<file path="src/rtl/asynchronous_fifo_write_controller.sv">
// -----------------------------------------------------------------------------
// asynchronous_fifo_write_controller
//
// Write-clock half of a dual-clock FIFO. Accepts producer words, drives the
// write port of a dual-port memory, keeps the binary and Gray write pointers,
// brings the read controller's Gray pointer into this domain and derives
// full / almost_full / fill_level / overflow status from it.
//
// Pointers are $clog2(DATA_DEPTH) bits wide with no extra wrap bit: equal
// pointers mean empty, so the writer stops one slot short of the reader and
// the usable capacity is DATA_DEPTH-1.
//
// Handshake: the producer raises write_enable with write_data; the word is
// taken on the rising clock edge only if full is low in that same cycle.
// A write_enable seen while full is high is dropped and sets the sticky
// overflow flag. There is no backpressure other than full.
//
// Ports
//   clock                 in   write-domain clock
//   reset_n               in   asynchronous active-low reset
//   write_enable          in   producer requests a write this cycle
//   write_data            in   word to write
//   read_pointer_gray     in   Gray read pointer from the read clock domain
//   clear_overflow        in   synchronous clear of the sticky overflow flag
//   memory_write_enable   out  registered memory write strobe
//   memory_write_address  out  registered memory write address
//   memory_write_data     out  registered memory write data
//   write_pointer_gray    out  registered Gray write pointer for the reader
//   full                  out  no write is accepted this cycle
//   almost_full           out  fill_level >= ALMOST_FULL_THRESHOLD
//   fill_level            out  write-side occupancy estimate (pessimistic)
//   overflow              out  sticky: a write was attempted while full
// -----------------------------------------------------------------------------
module asynchronous_fifo_write_controller #(
    parameter int DATA_WIDTH            = 16,
    parameter int DATA_DEPTH            = 4096,
    parameter int ALMOST_FULL_THRESHOLD = DATA_DEPTH - 4
) (
    input  logic                          clock,
    input  logic                          reset_n,
    input  logic                          write_enable,
    input  logic [DATA_WIDTH-1:0]         write_data,
    input  logic [$clog2(DATA_DEPTH)-1:0] read_pointer_gray,
    input  logic                          clear_overflow,
    output logic                          memory_write_enable,
    output logic [$clog2(DATA_DEPTH)-1:0] memory_write_address,
    output logic [DATA_WIDTH-1:0]         memory_write_data,
    output logic [$clog2(DATA_DEPTH)-1:0] write_pointer_gray,
    output logic                          full,
    output logic                          almost_full,
    output logic [$clog2(DATA_DEPTH)-1:0] fill_level,
    output logic                          overflow
);

    localparam int P = $clog2(DATA_DEPTH);
    localparam logic [P-1:0] POINTER_ONE        = P'(1);
    localparam logic [P-1:0] ALMOST_FULL_LEVEL  = P'(ALMOST_FULL_THRESHOLD);

    // Gray to binary: each binary bit is the XOR of all Gray bits at and
    // above its position.
    function automatic logic [P-1:0] gray_to_binary(input logic [P-1:0] gray);
        logic [P-1:0] binary;
        binary[P-1] = gray[P-1];
        for (int i = P - 2; i >= 0; i--) begin
            binary[i] = binary[i+1] ^ gray[i];
        end
        return binary;
    endfunction

    function automatic logic [P-1:0] binary_to_gray(input logic [P-1:0] binary);
        return binary ^ (binary >> 1);
    endfunction

    logic [P-1:0] write_pointer;
    logic [P-1:0] read_pointer_sync_0;
    logic [P-1:0] read_pointer_sync_1;

    logic [P-1:0] read_pointer_binary;
    logic         accept;
    logic [P-1:0] next_write_pointer;
    logic         full_next;
    logic [P-1:0] fill_level_next;
    logic         almost_full_next;
    logic         overflow_set;

    // Two-flop synchronizer for the reader's Gray pointer. Only one bit
    // changes per read-side increment, so a sample caught mid-transition is
    // either the old or the new pointer, never a torn value.
    always_ff @(posedge clock or negedge reset_n) begin
        if (!reset_n) begin
            read_pointer_sync_0 <= '0;
            read_pointer_sync_1 <= '0;
        end else begin
            read_pointer_sync_0 <= read_pointer_gray;
            read_pointer_sync_1 <= read_pointer_sync_0;
        end
    end

    // Status is computed from the post-edge write pointer and the currently
    // synchronized read pointer. Because the read pointer is stale by a few
    // write clocks, occupancy can only be overstated, which keeps full safe.
    always_comb begin
        read_pointer_binary = gray_to_binary(read_pointer_sync_1);
        accept              = write_enable && !full;
        next_write_pointer  = write_pointer;
        if (accept) begin
            next_write_pointer = write_pointer + POINTER_ONE;
        end
        full_next        = (next_write_pointer + POINTER_ONE) == read_pointer_binary;
        fill_level_next  = next_write_pointer - read_pointer_binary;
        almost_full_next = fill_level_next >= ALMOST_FULL_LEVEL;
        overflow_set     = write_enable && full;
    end

    always_ff @(posedge clock or negedge reset_n) begin
        if (!reset_n) begin
            write_pointer        <= '0;
            write_pointer_gray   <= '0;
            memory_write_enable  <= 1'b0;
            memory_write_address <= '0;
            memory_write_data    <= '0;
            full                 <= 1'b0;
            almost_full          <= 1'b0;
            fill_level           <= '0;
            overflow             <= 1'b0;
        end else begin
            memory_write_enable <= accept;
            if (accept) begin
                memory_write_address <= write_pointer;
                memory_write_data    <= write_data;
            end
            write_pointer <= next_write_pointer;

            // Published from the pre-edge pointer: the reader learns of an
            // entry one edge after its memory strobe, i.e. after the write
            // into memory has landed.
            write_pointer_gray <= binary_to_gray(write_pointer);

            full        <= full_next;
            fill_level  <= fill_level_next;
            almost_full <= almost_full_next;

            // A rejected write wins over a simultaneous clear.
            if (overflow_set) begin
                overflow <= 1'b1;
            end else if (clear_overflow) begin
                overflow <= 1'b0;
            end
        end
    end

endmodule

</file>
<file path="config.mk">
export PLATFORM = sky130hd
export DESIGN_NAME = asynchronous_fifo_write_controller
export DESIGN_NICKNAME = d
export VERILOG_FILES = /design/src/rtl/asynchronous_fifo_write_controller.sv
export SDC_FILE = /design/constraint.sdc
export NUM_CORES = 1
export LEC_CHECK = 0
export CAP_MARGIN = 20
export CORE_MARGIN = 8
export CORE_UTILIZATION = 55
export CTS_BUF_LIST = sky130_fd_sc_hd__clkbuf_16
export CTS_CLUSTER_DIAMETER = 100
export DETAILED_ROUTE_END_ITERATION = 8
export PLACE_DENSITY = 0.95
export SYNTH_ARGS = -nofsm -noshare
export SYNTH_HDL_FRONTEND = slang
export SYNTH_SLANG_ARGS = --single-unit
</file>
<file path="constraint.sdc">
create_clock -name clock -period 6.7 [get_ports clock]
set_input_delay 0.67 -clock clock [delete_from_list [all_inputs] [get_ports clock]]
set_output_delay 0.67 -clock clock [all_outputs]
set_load 0.1 [all_outputs]
</file>
==> flow_summary.json <==
{
  "tightest_slew_ps": 1003,
  "grt_max_degree": 93,
  "dp.cells": 593,
  "busiest_layer": "met2",
  "final_area_um2": 5645,
  "ctsResizeCount": 0,
  "cp_max_fo": 6,
  "die_y_um": 104.8,
  "syn_nets": 470,
  "drv_cap": 0,
  "initialDrtViolationCount": 183,
  "grt_pass1_vias": 3601,
  "grt_pass1_wl_um": 17190,
  "drv_slew": 0,
  "fill_cells": 531,
  "layout_worst_path_cycle_share_pct": 70.91,
  "clock_path_buffers": 2,
  "synthTopCellsByArea": "dfrtp_1, nand2_1, xnor2_1, ha_1, xor2_1",
  "cts_made_buffers": 9,
  "async_flop_share_pct": 100.0,
  "drc": 0,
  "layout_setup_ws_ps": 1949,
  "synth_edf_count": 0,
  "fp.dieArea_um2": 10990,
  "ys_top_cells_by_count": "dfrtp_1, nand2_1, xnor2_1, ha_1, inv_1",
  "post-place-ws_ps": 2027,
  "arrival_ps": 5030,
  "synth.largest_area_cell": "dfrtp_1",
  "core_um2": 7687,
  "synth_flop_cell": "dfrtp_1",
  "yosysSeqAreaShare_pct": 53.07,
  "final_cells": 610,
  "syn_inst": 415,
  "insertedDiodeCount": 0,
  "hpwl_um": 7097,
  "relSlewSlack_pct": 32.96,
  "crit_required_ps": 6970,
  "ir_drop_mv": 0.4865,
  "vias": 3343,
  "met3_usage_pct": 5.651,
  "synth_warnings": 0,
  "rsz0062_at_grt": "false",
  "cts_setup_buffers": 0,
  "synth.top_cell.area_share_pct": 53.07,
  "fin_skew_ps": 8.515,
  "max_freq_ghz": 0.2105,
  "path_class": "reg2reg",
  "ctsHoldBuffers": 0,
  "p_per_area_nw_per_um2": 483.2,
  "utilization_pct": 73.44,
  "ys_ff_latch": 92,
  "ant_nets": 0,
  "fin_setup_tns_ps": 0,
  "routed_wirelength_um": 9995,
  "use_met1_pct": 22.24,
  "htree_levels": 3,
  "use_met2_pct": 31.04,
  "setup_viol": 0,
  "holdCritPathClass": "in2async",
  "io_pins": 88,
  "syn2layout_area_growth_pct": 30.14,
  "cts_root_buf": "clkbuf_16",
  "worst_skew_pair.late_latency_ps": 340,
  "fin_nets": 558,
  "drt-pass1-iter-count": 4,
  "crit_path_start_kind": "flop",
  "cts_tree": "built",
  "syn_area_um2": 4338,
  "clk_pin_slew_ps": 60,
  "viasPerCell": 5.480,
  "period_needed_ps": 4751,
  "wire_per_inst_um": 16.39,
  "num_rows": 32,
  "clock-sinks": 92,
  "ys_types": 51,
  "overflow": 0,
  "drive_above_1_share_pct": 5.315,
  "antenna_found_initial": 0,
  "place_congestion": 0.9189,
  "initial_core_util_pct": 56.43,
  "io_buffers": 87,
  "place_area_um2": 5295,
  "die_w_um": 104.8,
  "status": "finished clean",
  "end_kind": "flop",
  "avgSynthCellArea_um2": 10.45,
  "grt_usage_pct": 19.08,
  "p_leak_nw": 2.637,
  "hold_violations": 0
}
## final cells by class
class | instances | area [um2] | share of cell area [%]
Multi-Input combinational cell | 293 | 1917 | 33.95
Tap cell | 102 | 127.6 | 2.261
Timing Repair Buffer | 89 | 903.4 | 16.00
Clock buffer | 9 | 225.2 | 3.989
Inverter | 18 | 72.57 | 1.285
Clock inverter | 7 | 97.59 | 1.729
Sequential cell | 92 | 2302 | 40.78
## cells by family after synthesis
family                     count (synthesis)  share of synthesized area (%)
adders and majority gates                 23                          6.807
xor gates and xnor gates                  51                          11.42
and+or+nand+nor                          165                          17.68
AOI/OAI and AO/OA                         52                          7.817
DFF                                       92                          53.07
muxes                                      2                         0.4615
buffers and inverters                     30                          2.740
## layout by cell type, fill, tap and decap left out, drive strengths merged, types with 5 or more instances in the layout
cell type / synthesis / final
a21oi: 11 / 11
and3: 8 / 8
clkbuf: 9 / 9
clkdlybuf4s50: 0 / 86
dfrtp: 92 / 92
ha: 22 / 22
inv: 17 / 20
nand2: 92 / 92
nand3: 10 / 10
nor2: 14 / 14
nor3: 10 / 10
nor4: 5 / 5
o21ai: 13 / 13
xnor2: 35 / 35
xor2: 15 / 15
## power breakdown
group | leakage (nW) | switching [mW] | internal, mW
Combinational | 1.34 | 1.02 | 0.428
Sequential | 1.14 | 0.0698 | 0.665
Clock | 0.158 | 0.213 | 0.329
## per-layer routing
layer  vias to the layer above  part of all wire (%)
li1                       1582                     -
met1                      1613                    42
met2                       120                    49
met3                        28                   6.1
met4                         0                   3.1
met5                         -                     0
## through the flow
step	total power [mW]	hold WS [ps]
after global placement	2.139	332.4
after detailed placement	2.170	334.7
final	2.728	214.3
after global routing	2.871	229.1
after CTS	2.728	348.8
after floorplan	1.831	331.2
## registers in the layout, summed over array words and instances, names as in the netlist, 12 cells and up
| register | count |
|---|---|
| memory_write_data | 16 |
| memory_write_address | 12 |
| write_pointer_gray | 12 |
| write_pointer | 12 |
| read_pointer_sync_1 | 12 |
| read_pointer_sync_0 | 12 |
| fill_level | 12 |
## worst max-delay path, stage by stage (launching register included)
cell and delay [ps]:
dfrtp_1 430, xnor3_2 480, xnor2_4 210, xnor2_2 370, xnor2_1 240, xor2_2 340
xnor2_1 250, inv_1 80, ha_1 270, nor2b_1 130, o21ai_0 270, a21boi_0 190
o21a_1 220, a21bo_2 240, a311oi_1 400, xnor2_1 200, and4_1 210, and3_1 160
## path summary, 6_finish.rpt
check | start | end | slack [ps] | cells past startpoint
max | read_pointer_sync_1[11] | almost_full | 1950 | 17
min in group clock | read_pointer_sync_0[0] | read_pointer_sync_1[0] | 350 | 0
max reg2reg | read_pointer_sync_1[11] | almost_full | 1950 | 17
min | reset_n | read_pointer_sync_0[8] | 210 | 1
max in group asynchronous | reset_n | read_pointer_sync_0[0] | 5870 | 2
min reg2reg | read_pointer_sync_0[0] | read_pointer_sync_1[0] | 350 | 0
No activity file was read; power rests on OpenSTA's default activity.
